--- src/rtl/ma_unit_pkg.sv ---
// Shared constants and FSM encoding for the memory-access pipeline stage.
package ma_unit_pkg;

    localparam logic [4:0] INST_TYPE_NOP   = 5'd0;
    localparam logic [4:0] INST_TYPE_LOAD  = 5'd2;
    localparam logic [4:0] INST_TYPE_STORE = 5'd3;

    // Number of WAIT cycles allowed before an access is abandoned.
    localparam int unsigned MA_TIMEOUT = 16;

    typedef enum logic [0:0] {
        StIdle = 1'b0,
        StWait = 1'b1
    } ma_state_e;

endpackage

--- src/rtl/ma_unit_if.sv ---
// Data-memory bus between the MA stage (master) and data memory (slave).
interface ma_unit_if;

    logic        Mem_Req_Out;
    logic        Mem_We_Out;
    logic [31:0] Mem_Addr_Out;
    logic [31:0] Mem_Wdata_Out;
    logic [31:0] Mem_Rdata_In;
    logic        Mem_Ack_In;

    modport master (
        output Mem_Req_Out,
        output Mem_We_Out,
        output Mem_Addr_Out,
        output Mem_Wdata_Out,
        input  Mem_Rdata_In,
        input  Mem_Ack_In
    );

    modport slave (
        input  Mem_Req_Out,
        input  Mem_We_Out,
        input  Mem_Addr_Out,
        input  Mem_Wdata_Out,
        output Mem_Rdata_In,
        output Mem_Ack_In
    );

endinterface

--- src/rtl/ma_unit.sv ---
// Memory-access pipeline stage: passes ALU results through, runs loads/stores on the
// data-memory bus with a bounded wait, and freezes upstream stages while an access is pending.
module ma_unit
    import ma_unit_pkg::*;
(
    input  logic        clk,
    input  logic        rst,
    input  logic [31:0] Result_In,
    input  logic [31:0] Inst_In,
    input  logic [31:0] Operand_B_In,
    input  logic [4:0]  Inst_Type_In,
    ma_unit_if.master   mem,
    output logic [31:0] Result_Out,
    output logic [31:0] Inst_Out,
    output logic [31:0] Ld_Result_Out,
    output logic [4:0]  Inst_Type_Out,
    output logic        Stall_Out,
    output logic        Mem_Err_Out
);

    localparam logic [3:0] CntMax = 4'(MA_TIMEOUT - 1);

    ma_state_e   state_q, state_d;
    logic        req_q, req_d;
    logic        we_q, we_d;
    logic [31:0] addr_q, addr_d;
    logic [31:0] wdata_q, wdata_d;
    logic [31:0] inst_lat_q, inst_lat_d;
    logic [4:0]  type_lat_q, type_lat_d;
    logic [31:0] result_q, result_d;
    logic [31:0] inst_q, inst_d;
    logic [31:0] ld_q, ld_d;
    logic [4:0]  type_q, type_d;
    logic        err_q, err_d;
    logic [3:0]  cnt_q, cnt_d;

    logic is_mem;
    logic aligned;
    logic timeout;

    assign is_mem  = (Inst_Type_In == INST_TYPE_LOAD) || (Inst_Type_In == INST_TYPE_STORE);
    assign aligned = (Result_In[1:0] == 2'b00);
    assign timeout = (cnt_q == CntMax);

    // Next-state logic for the access FSM and all registered outputs.
    always_comb begin
        state_d    = state_q;
        req_d      = req_q;
        we_d       = we_q;
        addr_d     = addr_q;
        wdata_d    = wdata_q;
        inst_lat_d = inst_lat_q;
        type_lat_d = type_lat_q;
        result_d   = result_q;
        inst_d     = inst_q;
        ld_d       = ld_q;
        type_d     = type_q;
        err_d      = 1'b0;
        cnt_d      = cnt_q;
        unique case (state_q)
            StIdle: begin
                if (is_mem) begin
                    type_d = INST_TYPE_NOP;
                    if (aligned) begin
                        req_d      = 1'b1;
                        we_d       = (Inst_Type_In == INST_TYPE_STORE);
                        addr_d     = Result_In;
                        wdata_d    = Operand_B_In;
                        inst_lat_d = Inst_In;
                        type_lat_d = Inst_Type_In;
                        cnt_d      = 4'd0;
                        state_d    = StWait;
                    end else begin
                        err_d = 1'b1;
                    end
                end else begin
                    result_d = Result_In;
                    inst_d   = Inst_In;
                    type_d   = Inst_Type_In;
                end
            end
            StWait: begin
                // Ack takes priority over a timeout landing in the same cycle.
                if (mem.Mem_Ack_In) begin
                    req_d    = 1'b0;
                    result_d = addr_q;
                    inst_d   = inst_lat_q;
                    type_d   = type_lat_q;
                    if (type_lat_q == INST_TYPE_LOAD) begin
                        ld_d = mem.Mem_Rdata_In;
                    end
                    state_d = StIdle;
                end else if (timeout) begin
                    req_d   = 1'b0;
                    err_d   = 1'b1;
                    type_d  = INST_TYPE_NOP;
                    state_d = StIdle;
                end else begin
                    type_d = INST_TYPE_NOP;
                    cnt_d  = cnt_q + 4'd1;
                end
            end
            default: state_d = StIdle;
        endcase
    end

    // State and output registers with synchronous reset.
    always_ff @(posedge clk) begin
        if (rst) begin
            state_q    <= StIdle;
            req_q      <= 1'b0;
            we_q       <= 1'b0;
            addr_q     <= '0;
            wdata_q    <= '0;
            inst_lat_q <= '0;
            type_lat_q <= INST_TYPE_NOP;
            result_q   <= '0;
            inst_q     <= '0;
            ld_q       <= '0;
            type_q     <= INST_TYPE_NOP;
            err_q      <= 1'b0;
            cnt_q      <= '0;
        end else begin
            state_q    <= state_d;
            req_q      <= req_d;
            we_q       <= we_d;
            addr_q     <= addr_d;
            wdata_q    <= wdata_d;
            inst_lat_q <= inst_lat_d;
            type_lat_q <= type_lat_d;
            result_q   <= result_d;
            inst_q     <= inst_d;
            ld_q       <= ld_d;
            type_q     <= type_d;
            err_q      <= err_d;
            cnt_q      <= cnt_d;
        end
    end

    // Freeze upstream while an access is being issued or is still outstanding.
    always_comb begin
        Stall_Out = 1'b0;
        if (!rst) begin
            unique case (state_q)
                StIdle:  Stall_Out = is_mem && aligned;
                StWait:  Stall_Out = !mem.Mem_Ack_In && !timeout;
                default: Stall_Out = 1'b0;
            endcase
        end
    end

    assign mem.Mem_Req_Out   = req_q;
    assign mem.Mem_We_Out    = we_q;
    assign mem.Mem_Addr_Out  = addr_q;
    assign mem.Mem_Wdata_Out = wdata_q;
    assign Result_Out        = result_q;
    assign Inst_Out          = inst_q;
    assign Ld_Result_Out     = ld_q;
    assign Inst_Type_Out     = type_q;
    assign Mem_Err_Out       = err_q;

endmodule

--- src/flat_wrapper.sv ---
// flat-port wrapper written by rule: the top's interface ports become plain ports
module ma_unit_flat import ma_unit_pkg::*;
  (clk, rst, Result_In, Inst_In, Operand_B_In, Inst_Type_In, Result_Out, Inst_Out, Ld_Result_Out, Inst_Type_Out, Stall_Out, Mem_Err_Out, mem_Mem_Req_Out, mem_Mem_We_Out, mem_Mem_Addr_Out, mem_Mem_Wdata_Out, mem_Mem_Rdata_In, mem_Mem_Ack_In);
  ma_unit_if mem_i ();
  input  logic clk;
  input  logic rst;
  input  logic [31:0] Result_In;
  input  logic [31:0] Inst_In;
  input  logic [31:0] Operand_B_In;
  input  logic [4:0] Inst_Type_In;
  output logic [31:0] Result_Out;
  output logic [31:0] Inst_Out;
  output logic [31:0] Ld_Result_Out;
  output logic [4:0] Inst_Type_Out;
  output logic Stall_Out;
  output logic Mem_Err_Out;
  output wire logic [$bits(mem_i.Mem_Req_Out)-1:0] mem_Mem_Req_Out;
  output wire logic [$bits(mem_i.Mem_We_Out)-1:0] mem_Mem_We_Out;
  output wire logic [$bits(mem_i.Mem_Addr_Out)-1:0] mem_Mem_Addr_Out;
  output wire logic [$bits(mem_i.Mem_Wdata_Out)-1:0] mem_Mem_Wdata_Out;
  input wire logic [$bits(mem_i.Mem_Rdata_In)-1:0] mem_Mem_Rdata_In;
  input wire logic [$bits(mem_i.Mem_Ack_In)-1:0] mem_Mem_Ack_In;
  assign mem_Mem_Req_Out = mem_i.Mem_Req_Out;
  assign mem_Mem_We_Out = mem_i.Mem_We_Out;
  assign mem_Mem_Addr_Out = mem_i.Mem_Addr_Out;
  assign mem_Mem_Wdata_Out = mem_i.Mem_Wdata_Out;
  assign mem_i.Mem_Rdata_In = mem_Mem_Rdata_In;
  assign mem_i.Mem_Ack_In = mem_Mem_Ack_In;
  ma_unit u_core (.clk(clk), .rst(rst), .Result_In(Result_In), .Inst_In(Inst_In), .Operand_B_In(Operand_B_In), .Inst_Type_In(Inst_Type_In), .mem(mem_i), .Result_Out(Result_Out), .Inst_Out(Inst_Out), .Ld_Result_Out(Ld_Result_Out), .Inst_Type_Out(Inst_Type_Out), .Stall_Out(Stall_Out), .Mem_Err_Out(Mem_Err_Out));
endmodule
--- config.mk ---
export PLATFORM = sky130hd
export DESIGN_NAME = ma_unit_flat
export DESIGN_NICKNAME = d
export VERILOG_FILES = /design/src/rtl/ma_unit_pkg.sv /design/src/rtl/ma_unit_if.sv /design/src/rtl/ma_unit.sv /design/src/flat_wrapper.sv
export SDC_FILE = /design/constraint.sdc
export NUM_CORES = 1
export LEC_CHECK = 0
export CORE_ASPECT_RATIO = 1.4
export CORE_UTILIZATION = 60
export CTS_BUF_LIST = sky130_fd_sc_hd__clkbuf_16
export DETAILED_ROUTE_END_ITERATION = 16
export DONT_BUFFER_PORTS = 1
export PLACE_DENSITY_LB_ADDON = 0.2
export SLEW_MARGIN = 20
export SYNTH_ARGS = -nofsm -noshare
export SYNTH_HDL_FRONTEND = slang
export SYNTH_SLANG_ARGS = --single-unit
--- constraint.sdc ---
create_clock -name clk -period 4.3 [get_ports clk]
set_clock_uncertainty 0.1 [all_clocks]
set_input_delay 1.29 -clock clk [delete_from_list [all_inputs] [get_ports clk]]
set_output_delay 1.29 -clock clk [all_outputs]
set_load 0.05 [all_outputs]
* After elaboration in Yosys (flattened, before gate mapping)
Index checks and enable logic that the tools add are counted.
** Storage, ports and cells
- Bits in writable memories :: 0
- Output and inout bits :: 169
- Memory bits (read-only) :: 0
- Memories :: 0
- Logic and storage cells :: 68
- Latch bits :: 0
- Bits in registers :: 210
** Cells by class
- Shifts and indexed selects :: 0
- Add/sub/neg operators :: 1
- Bitwise logic cells :: 1
- $mul :: 0
- Reduce and logical (&&, ||, !) cells :: 11
- Magnitude comparators :: 0
- Multiplexer cells :: 31
- Divide/modulo/power cells :: 0
- Equal/unequal tests :: 11
** Operators by type and width (count)
- 2-to-1 mux 32 bit :: 4
- one-hot mux 32 bit (2 select lines) :: 2
- 2-to-1 mux 4 bit :: 4
- equality test 5 x 2 -> 1 bit, second input constant :: 3
- 2-to-1 mux 1 bit :: 13
- 2-to-1 mux 5 bit :: 2
- one-hot mux 5 bit (2 select lines) :: 1
- AND reduction 3 bit :: 3
- inequality test 2 bit, second input constant :: 4
- one-hot mux 1 bit (2 select lines) :: 4
- one-hot mux 4 bit (2 select lines) :: 1
- adder 4 x 1 -> 4 bit, second input constant :: 1
- equality test 4 bit, second input constant :: 1
- inequality test 2 x 1 -> 1 bit, second input constant :: 2
- AND reduction 4 bit :: 1
- inequality test 3 bit, second input constant :: 1
- logical AND 1 bit :: 2
- zero test 1 bit :: 2
- zero test 2 bit :: 1
- AND reduction 2 bit :: 1
- logical OR 1 bit :: 1
- NOT 1 bit :: 1

* Logic depth before layout (Yosys ltp)
Gate-level depths: netlist (run 1).
- Depth in word-level cells :: 5
- Mapped depth :: 7

* Worst setup path before layout (run 1)
No wires, ideal clock.
- Path kind :: input-to-output
- Start :: input Inst_Type_In[4]
- End :: output Stall_Out
- Buffers on the path :: 2
- Arrival time :: 2.749 ns
- Stages :: 5
- Path slack :: 0.161 ns
- Cell sequence :: nor3_1 nand4b_1 clkbuf_1 clkbuf_1 a21oi_1
** Between the ends
- Longest elaborated chain between the ends :: 5
- Elaborated cells between the ends (all ways) :: 6
- Classes of those cells :: eq/ne: 2; mux: 2; reduce/logical: 2
** Ends and longest elaborated chain
- start: declaration :: line flat_wrapper.sv:10 : input logic [4:0] Inst_Type_In;
- equality test 5 x 2 -> 1 bit :: line ma_unit.sv:41 : assign is_mem = (Inst_Type_In == INST_TYPE_LOAD) || (Inst_Type_In == INST_TYPE_STORE);
- logical OR 1 bit (*) :: line ma_unit.sv:41
- logical AND 1 bit (*) :: line ma_unit.sv:145 : StIdle: Stall_Out = is_mem && aligned;
- one-hot mux 1 bit (2 select lines) (*) :: line ma_unit.sv:144 : unique case (state_q)
- 2-to-1 mux 1 bit (*) :: line ma_unit.sv:143 : if (!rst) begin
- end: declaration :: line flat_wrapper.sv:15 : output logic Stall_Out;
Every way passes the cells marked *; elsewhere a longest branch is shown, timed or not.

* Worst setup path in the final report (run 1)
Same ends and word-level chain as after synthesis.

==> metrics.yaml, run 1 <==
status: "finished clean"
required_ns: 2.91
synthFlopType: "dfxtp_1"
finalWirelength_mm: 20.68
worst-r2r-cell-count: 7
r2r_end: "u_core.Ld_Result_Out[17]"
r2r_start: "u_core.state_q"
grt_overflow: 0
drtIter0Drc: 249
dieArea_sq_um: 14810
rows: 51
synthDistinctLibCells: 32
start_util_pct: 61.49
worstSetupStartpoint: "Inst_Type_In[4]"
synth_edf_count: 0
yosysMostFrequentCell: "nand2_1"
relSlewSlack_pct: 43.69
synthTopCellsByCount: "nand2_1 (256), dfxtp_1 (210), a21oi_1 (138)"
rsz0062_at_grt: "false"
cp-start-kind: "input port"
post_cts_buffers: 0
port_buffers: 0
cp.arrival_ns: 2.11
post_cts_resize_count: 0
hold_viol: 0
cts.clk_slew.worst_paths_ns: 0.06
p_leak_uw: 0.003041
clock-sinks: 210
tightestPinTransition_ns: 0.8446
clockBufferDepth: 3
vias_per_cell: 5.974
cts_root_buffer: "clkbuf_16"
die_w_um: 103.1
grt_usage_pct: 25.95
synthArstFlopShare_pct: 0
synth.avg_cell_area_sq_um: 8.628
setup_viol: 0
wl_per_cell_um: 18.23
cts_tree: "yes"
postRouteAntennaNets: 0
r2r_slack_ns: 1.50
crit_type: "in -> out"
worst_hold_slack_ns: 0.3474
drive_gt1_share_pct: 4.426
slowest_delay_ns: 0.23
syn_to_final_growth_pct: 5.868
crit_chain: "nor3_1 -> nand4b_1 -> a21oi_1 -> buf_4"
fin_crit_ns: 3.497
cts_inserted_buffers: 20
core_sq_um: 13970
num_io_pins: 305
slew_viol_final: 0
tns_ns: 0
synth_area_leaders: "dfxtp_1 (49%), nand2_1 (11%), a211oi_1 (11%)"
vias: 6774
grt_pass1_vias: 6185
ys_seq_area_share_pct: 48.92
crit_buf_inv: 1
drv_cap: 0
max_freq_mhz: 286.0
crit_path_top_delay_cell: "buf_4"
routabilityCongestion: 0.7692
drcViolationCount: 0
ir_drop_mv: 0.3356
crit_fanout: 4
dp_hpwl_mm: 12.51
crit_family: "simple AND/OR/NAND/NOR gates"
synthCells: 996
yosysWarnings: 0
hp-class: "reg -> reg"
grt_max_degree: 214
ys_seq_elements: 210
clock_latency_ns: 0.48
synth_top_cell_area_share_pct: 48.92
final_nets: 1075
synth_area_sq_um: 8593
cts.htree.levels: 1
path_depth: 4
firstDrtPassIters: 4
fin_crit_sh_pct: 81.32
critPathCaptureType: "output pin"
diodes: 0
dieHeight_um: 143.6
powerDensity_nw_per_um2: 431.3
yosysTopAreaCell: "dfxtp_1"
synth_fp_nets: 1133
hold_start: "u_core.inst_lat_q[26]"
crit_end: "Stall_Out"
grt_pass1_wl_mm: 30.67
hold_buffers: 0
grt_antenna_before_repair: 0
[cell usage in the layout, fill, tap and decap left out, types with 3 or more instances in the layout]
cell type and n:
nor2_1 6, nor3b_1 6, clkinv_1 4, clkinv_2 4, nand2b_1 7, nand4b_1 3
nand3_1 4, a21oi_1 138, inv_1 3, buf_4 10, dfxtp_1 209, clkbuf_16 21
nand2_1 256, a211oi_1 125, and2_1 62, mux2i_1 65
[metrics by stage]
step                      setup WS, ns  power (uW)  cells  instance area (sq um)  utilization [%]
after global routing            0.7494        4050   1134                   9097            65.10
after global placement          0.7817        2375   1101                   8518            60.95
after detailed placement        0.7976        2379   1101                   8518            60.95
after CTS                       0.7947        3954   1134                   9097            65.10
final                           0.8034        3924   1134                   9097            65.10
after floorplan                 0.1605        2386    996                   8593                -
[worst reg2reg max path: cells and delay by family, from the launching register on]
kind / cells / cell delay (ns)
AND/OR/NAND/NOR: 3 / 0.53
flip-flops: 1 / 0.34
AO/OA/AOI/OAI: 1 / 0.15
buffers and inverters: 3 / 1.60
[cell type report]
cell class | count | area (sq um)
Timing Repair Buffer | 11 | 95.09
Fill cell | 1199 | 4877
Clock buffer | 21 | 525.5
Multi-Input combinational cell | 695 | 3984
Tap cell | 185 | 231.5
Sequential cell | 210 | 4208
Clock inverter | 12 | 53.80
[kinds of logic (layout without fill, tap and decap cells)]
kind of cell / after synthesis / in the layout / synth area share (%)
DFF: 210 / 210 / 48.92
AOI/OAI and AO/OA: 272 / 272 / 19.77
muxes: 65 / 65 / 7.571
buffers and inverters: 91 / 44 / 4.921
adders and majority gates: 1 / 1 / 0.1456
and+or+nand+nor: 357 / 357 / 18.67
[how the worst min path moves through the flow]
stage                       endpoint  slack [ns]  cells past startpoint
4_1_cts        u_core.inst_lat_q[11]        0.35                      2
2_1_floorplan   u_core.inst_lat_q[0]        0.33                      2
3_3_place_gp   u_core.inst_lat_q[29]        0.33                      2
6_report       u_core.inst_lat_q[26]        0.35                      2
3_5_place_dp   u_core.inst_lat_q[11]        0.34                      2
5_1_grt        u_core.inst_lat_q[13]        0.36                      2
[state kept, by name, indices dropped and copies added, names as in the netlist]
signal / flops
u_core.Inst_Out: 32
u_core.Inst_Type_Out: 5
u_core.type_lat_q: 5
u_core.mem.Mem_Wdata_Out: 32
u_core.inst_lat_q: 32
u_core.Mem_Err_Out: 1
u_core.Ld_Result_Out: 32
u_core.mem.Mem_We_Out: 1
u_core.mem.Mem_Addr_Out: 32
u_core.cnt_q: 4
u_core.mem.Mem_Req_Out: 1
u_core.Result_Out: 32
u_core.state_q: 1
[power breakdown]
group	switching [uW]	leakage [uW]	internal, uW
clock	711	0.000297	878
sequential	203	0.00171	1990
combinational	60.9	0.00103	79.4
total	975	0.00304	2950
[metal layers]
| metal | vias to the layer above | GRT usage [%] | wire length [um] |
|---|---|---|---|
| met2 | 229 | 43.68 | 9938 |
| met4 | 0 | 11.19 | 822 |
| li1 | 3327 | - | - |
| met1 | 3165 | 30.10 | 8226 |
| met5 | - | 0 | 0 |
| met3 | 53 | 7.977 | 1690 |
(Power assumes the default switching activity.)
==> inputs of run 2 (changes only) <==
- clock period: 4.3 -> 3.65 ns (I/O delays scaled with it)
==> metrics.yaml, run 2 (synthesis results as in run 1) <==
status: "finished clean"  # unchanged
hold_buffers: 0  # unchanged
vias: 6802  # was 6,774
drtIter0Drc: 277  # was 249
critPathCaptureType: "output pin"  # unchanged
p_seq_share_pct: 53.3  # was 55.9%
post_cts_resize_count: 0  # unchanged
fin_util_pct: 65.85  # was 65.10%
crit_buf_inv: 1  # unchanged
switching_share_pct: 24.34  # was 24.84%
dieHeight_um: 143.6  # unchanged
diodes: 0  # unchanged
required_ns: 2.45  # was 2.91 ns
slew_viol_final: 0  # unchanged
cp-start-kind: "flip-flop"  # was input port
crit_fanout: 31  # was 4
wl_per_cell_um: 18.40  # was 18.23 um
clockBufferDepth: 3  # unchanged
crit_type: "reg -> out"  # was in -> out
ir_drop_mv: 0.3547  # was 0.3356 mV
design_area_sq_um: 9203  # was 9097 sq um
powerDensity_nw_per_um2: 527.0  # was 431.3 nW/um^2
hold_start: "u_core.inst_lat_q[10]"  # was u_core.inst_lat_q[26]
rsz0062_at_grt: "false"  # unchanged
crit_chain: "nor2b_1 -> nand2b_1 -> a21oi_2 -> buf_4"  # was nor3_1 -> nand4b_1 -> a21oi_1 -> buf_4
cts.htree.levels: 1  # unchanged
vias_per_cell: 5.982  # was 5.974
grt_overflow: 0  # unchanged
core_sq_um: 13970  # unchanged
setup_viol: 0  # unchanged
tns_ns: 0  # unchanged
grt_usage_pct: 26.56  # was 25.95%
cts.clk_slew.worst_paths_ns: 0.07  # was 0.06 ns
crit_family: "flip-flops"  # was simple AND/OR/NAND/NOR gates
p_clk_share_pct: 43.3  # was 40.5%
worstSetupStartpoint: "u_core.state_q"  # was Inst_Type_In[4]
cts_root_buffer: "clkbuf_16"  # unchanged
p_int_uw: 3669  # was 2949 uW
routabilityCongestion: 0.7627  # was 0.7692
placed_cells: 1101  # unchanged
firstDrtPassIters: 4  # unchanged
slowest_delay_ns: 0.56  # was 0.23 ns
max_freq_mhz: 319.7
r2r_start: "u_core.state_q"  # unchanged
dieArea_sq_um: 14810  # unchanged
drv_cap: 0  # unchanged
clock-sinks: 210  # unchanged
syn_to_final_growth_pct: 7.091  # was 5.868%
cts_tree: "yes"  # unchanged
crit_path_top_delay_cell: "dfxtp_4"  # was buf_4
start_util_pct: 61.49  # unchanged
final_cell_mix: "nand2_1 (256), dfxtp_1 (209), a21oi_1 (137), a211oi_1 (125), mux2i_1 (65)"  # was nand2_1 (256), dfxtp_1 (209), a21oi_1 (138), a211oi_1 (125), mux2i_1 (65)
tightestPinTransition_ns: 1.142  # was 0.8446 ns
hp-class: "reg -> reg"  # unchanged
grt_pass1_vias: 6173  # was 6,185
hold_viol: 0  # unchanged
grt_antenna_before_repair: 0  # unchanged
clock_latency_ns: 0.48  # about the same
fin_crit_ns: 3.128
final_nets: 1075  # unchanged
cts_inserted_buffers: 20  # unchanged
grt_pass1_wl_mm: 31.51  # was 30.67 mm
postRouteAntennaNets: 0  # unchanged
num_io_pins: 305  # unchanged
port_buffers: 0  # unchanged
finalNonFillerCells: 1137  # was 1,134
drcViolationCount: 0  # unchanged
power_frac_comb_pct: 3.4  # was 3.6%
power_switching_uw: 1180  # was 974.6 uW
die_w_um: 103.1  # unchanged
p_leak_uw: 0.003076  # was 0.003041 uW
final_common_cell: "nand2_1"  # unchanged
cp.arrival_ns: 1.93  # was 2.11 ns
dp_hpwl_mm: 12.76  # was 12.51 mm
drive_gt1_share_pct: 4.937  # was 4.426%
finalWirelength_mm: 20.92  # was 20.68 mm
fin_crit_sh_pct: 85.69
rows: 51  # unchanged
placed_area_sq_um: 8534  # was 8518 sq um
relSlewSlack_pct: 23.89  # was 43.69%
grt_max_degree: 214  # unchanged
post_cts_buffers: 0  # unchanged
[run 2: area by class of cell]
| type | count | area (sq um) |
|---|---|---|
| clock buffer | 22 | 550.5 |
| clock inverter | 14 | 117.6 |
| fill | 1151 | 4772 |
| multi-input combinational | 695 | 3988 |
| sequential | 210 | 4208 |
| tap | 185 | 231.5 |
| timing repair buffer | 11 | 107.6 |
[run 2: path summary, 6_finish.rpt]
check | end | slack, ns | cells past startpoint
worst min register to register | u_core.inst_lat_q[10] | 0.35 | 2
worst min-delay path | u_core.inst_lat_q[10] | 0.35 | 2
worst max-delay path | Stall_Out | 0.52 | 4
worst max register to register | u_core.Mem_Err_Out | 1.27 | 5
[run 2: per-layer routing]
| metal | GRT usage (%) | vias up | share of wire [%] |
|---|---|---|---|
| li1 | - | 3345 | - |
| met3 | 8.268 | 37 | 9.5 |
| met1 | 32.57 | 3156 | 40 |
| met2 | 43.79 | 264 | 48 |
| met4 | 8.970 | 0 | 2.4 |
| met5 | 0 | - | 0 |
[run 2: per-stage QoR]
| step | total power (uW) | hold slack [ns] | worst slack [ns] |
|---|---|---|---|
| after floorplan | 2811 | 0.3315 | 0.1983 |
| after global placement | 2796 | 0.3334 | 0.5596 |
| after detailed placement | 2803 | 0.3388 | 0.5307 |
| after CTS | 4888 | 0.3479 | 0.5329 |
| after global routing | 5006 | 0.3639 | 0.3836 |
| final | 4849 | 0.3463 | 0.5224 |
[run 2: worst min-delay path: stages (launching register included)]
cell	delay, ns
dfxtp_1	0.31
nand2_1	0.05
a21oi_1	0.05
[run 2: power groups by stage]
stage               Clock [uW]  Sequential (uW)  Combinational, uW
floorplan                    0             2620                195
global placement             0             2640                159
detailed placement           0             2640                166
CTS                       2140             2590                167
global route              2230             2590                186
finish                    2100             2590                165
==> inputs of run 3 (changes only) <==
- CAP_MARGIN: unset -> 20
- CORE_UTILIZATION: 60 -> 62
==> metrics.yaml, run 3 (synthesis results as in run 1) <==
port_buffers: 0  # unchanged
cts_inserted_buffers: 20  # unchanged
syn_to_final_growth_pct: 7.120  # was 7.091%
drcViolationCount: 0  # unchanged
fin_crit_sh_pct: 86.46  # was 85.69%
fin_util_pct: 68.44  # was 65.85%
p_clk_share_pct: 43.1  # was 43.3%
power_frac_comb_pct: 3.6  # was 3.4%
p_leak_uw: 0.003080  # was 0.003076 uW
clock-sinks: 210  # unchanged
dp_hpwl_mm: 13.78  # was 12.76 mm
slew_viol_final: 0  # unchanged
setup_viol: 0  # unchanged
core_sq_um: 13450  # was 13,970 sq um
dieArea_sq_um: 14340  # was 14,810 sq um
crit_type: "in -> out"  # was reg -> out
p_int_uw: 3691  # was 3669 uW
crit_family: "simple AND/OR/NAND/NOR gates"  # was flip-flops
critPathCaptureType: "output pin"  # unchanged
worstSetupStartpoint: "Inst_Type_In[4]"  # was u_core.state_q
worst-r2r-cell-count: 4  # was 5
cts.clk_slew.worst_paths_ns: 0.06  # was 0.07 ns
slowest_delay_ns: 0.25  # was 0.56 ns
cp-start-kind: "input port"  # was flip-flop
relSlewSlack_pct: 27.16  # was 23.89%
postRouteAntennaNets: 0  # unchanged
num_io_pins: 305  # unchanged
diodes: 0  # unchanged
crit_end: "Stall_Out"  # unchanged
powerDensity_nw_per_um2: 526.9  # was 527.0 nW/um^2
wl_per_cell_um: 19.69  # was 18.40 um
final_cell_mix: "nand2_1 (256), dfxtp_1 (209), a21oi_1 (137), a211oi_1 (125), mux2i_1 (65)"  # unchanged
grt_antenna_before_repair: 0  # unchanged
cp.arrival_ns: 1.96  # was 1.93 ns
p_seq_share_pct: 53.3  # about the same
finalPower_uw: 4850  # was 4849 uW
hold_viol: 0  # unchanged
tightestPinTransition_ns: 1.093  # was 1.142 ns
worst_hold_slack_ns: 0.3513  # was 0.3463 ns
r2r_end: "u_core.cnt_q[2]"  # was u_core.Mem_Err_Out
max_freq_mhz: 316.9  # was 319.7 MHz
post_cts_buffers: 0  # unchanged
crit_fanout: 4  # was 31
path_depth: 4  # unchanged
hold_start: "u_core.inst_lat_q[11]"  # was u_core.inst_lat_q[10]
cts_tree: "yes"  # unchanged
cts_root_buffer: "clkbuf_16"  # unchanged
vias: 7120  # was 6,802
ir_drop_mv: 0.4427  # was 0.3547 mV
grt_pass1_vias: 6823  # was 6,173
placed_area_sq_um: 8541  # was 8534 sq um
switching_share_pct: 23.90  # was 24.34%
grt_max_degree: 214  # unchanged
post_cts_resize_count: 0  # unchanged
final_nets: 1073  # was 1,075
grt_usage_pct: 29.12  # was 26.56%
rows: 50  # was 51
status: "finished clean"  # unchanged
start_util_pct: 63.89  # was 61.49%
design_area_sq_um: 9205  # was 9203 sq um
hp-class: "reg -> reg"  # unchanged
tns_ns: 0  # unchanged
fin_crit_ns: 3.156  # was 3.128 ns
r2r_start: "u_core.state_q"  # unchanged
drive_gt1_share_pct: 4.747  # was 4.937%
die_w_um: 101.5  # was 103.1 um
drtIter0Drc: 459  # was 277
drv_cap: 0  # unchanged
rsz0062_at_grt: "false"  # unchanged
required_ns: 2.45  # about the same
clock_latency_ns: 0.49  # was 0.48 ns
grt_overflow: 0  # unchanged
crit_buf_inv: 1  # unchanged
grt_pass1_wl_mm: 33.64  # was 31.51 mm
routabilityCongestion: 0.8230  # was 0.7627
hold_buffers: 0  # unchanged
fill_cells: 1044  # was 1,151
finalWirelength_mm: 22.25  # was 20.92 mm
r2r_slack_ns: 1.33  # was 1.27 ns
cts.htree.levels: 1  # unchanged
vias_per_cell: 6.301  # was 5.982
crit_chain: "nor3_1 -> nand4b_1 -> a21oi_2 -> buf_12"  # was nor2b_1 -> nand2b_1 -> a21oi_2 -> buf_4
dieHeight_um: 141.3  # was 143.6 um
firstDrtPassIters: 5  # was 4
clockBufferDepth: 3  # unchanged
power_switching_uw: 1159  # was 1180 uW
final_common_cell: "nand2_1"  # unchanged
crit_path_top_delay_cell: "a21oi_2"  # was dfxtp_4
-- run 3: power by group through the flow --
stage	sequential, uW	clock (uW)	combinational [uW]
after global routing	2590	2230	190
after global placement	2630	0	160
after floorplan	2620	0	195
final	2590	2090	173
after detailed placement	2640	0	171
after CTS	2590	2120	173
-- run 3: routing by layer --
metal / GRT usage (%) / part of all wire (%) / vias to the layer above
met2: 51.24 / 51 / 367
li1: - / - / 3332
met5: 0 / 0 / -
met1: 32.33 / 36 / 3368
met3: 8.670 / 9.7 / 53
met4: 11.67 / 3.2 / 0
-- run 3: layout make-up --
type	count	area [sq um]	area share (%)
flip-flops and latches	210	4208	45.71
clock inverters	13	136.4	1.482
repair buffers	9	117.6	1.278
clock buffers	21	525.5	5.709
multi-input cells	695	3990	43.35
well taps	182	227.7	2.474
-- run 3: worst min-delay path by stage --
stage | cells after the start | endpoint
after floorplan | 2 | u_core.inst_lat_q[0]
after global placement | 2 | u_core.inst_lat_q[8]
after detailed placement | 2 | u_core.inst_lat_q[30]
after CTS | 2 | u_core.inst_lat_q[30]
after global routing | 2 | u_core.inst_lat_q[15]
final | 2 | u_core.inst_lat_q[11]
-- run 3: worst reg2reg max path, cell delays in order, from the launching register on --
cell and delay, ns:
dfxtp_4 0.40, nand4b_1 0.20, buf_4 0.89, nand2_1 0.28, a311oi_1 0.36
-- run 3: per-stage QoR --
step / setup slack (ns) / std cells
5_1_grt: 0.4277 / 1130
4_1_cts: 0.5090 / 1130
6_report: 0.4943 / 1130
2_1_floorplan: 0.1983 / 996
3_5_place_dp: 0.5069 / 1096
3_3_place_gp: 0.5196 / 1096
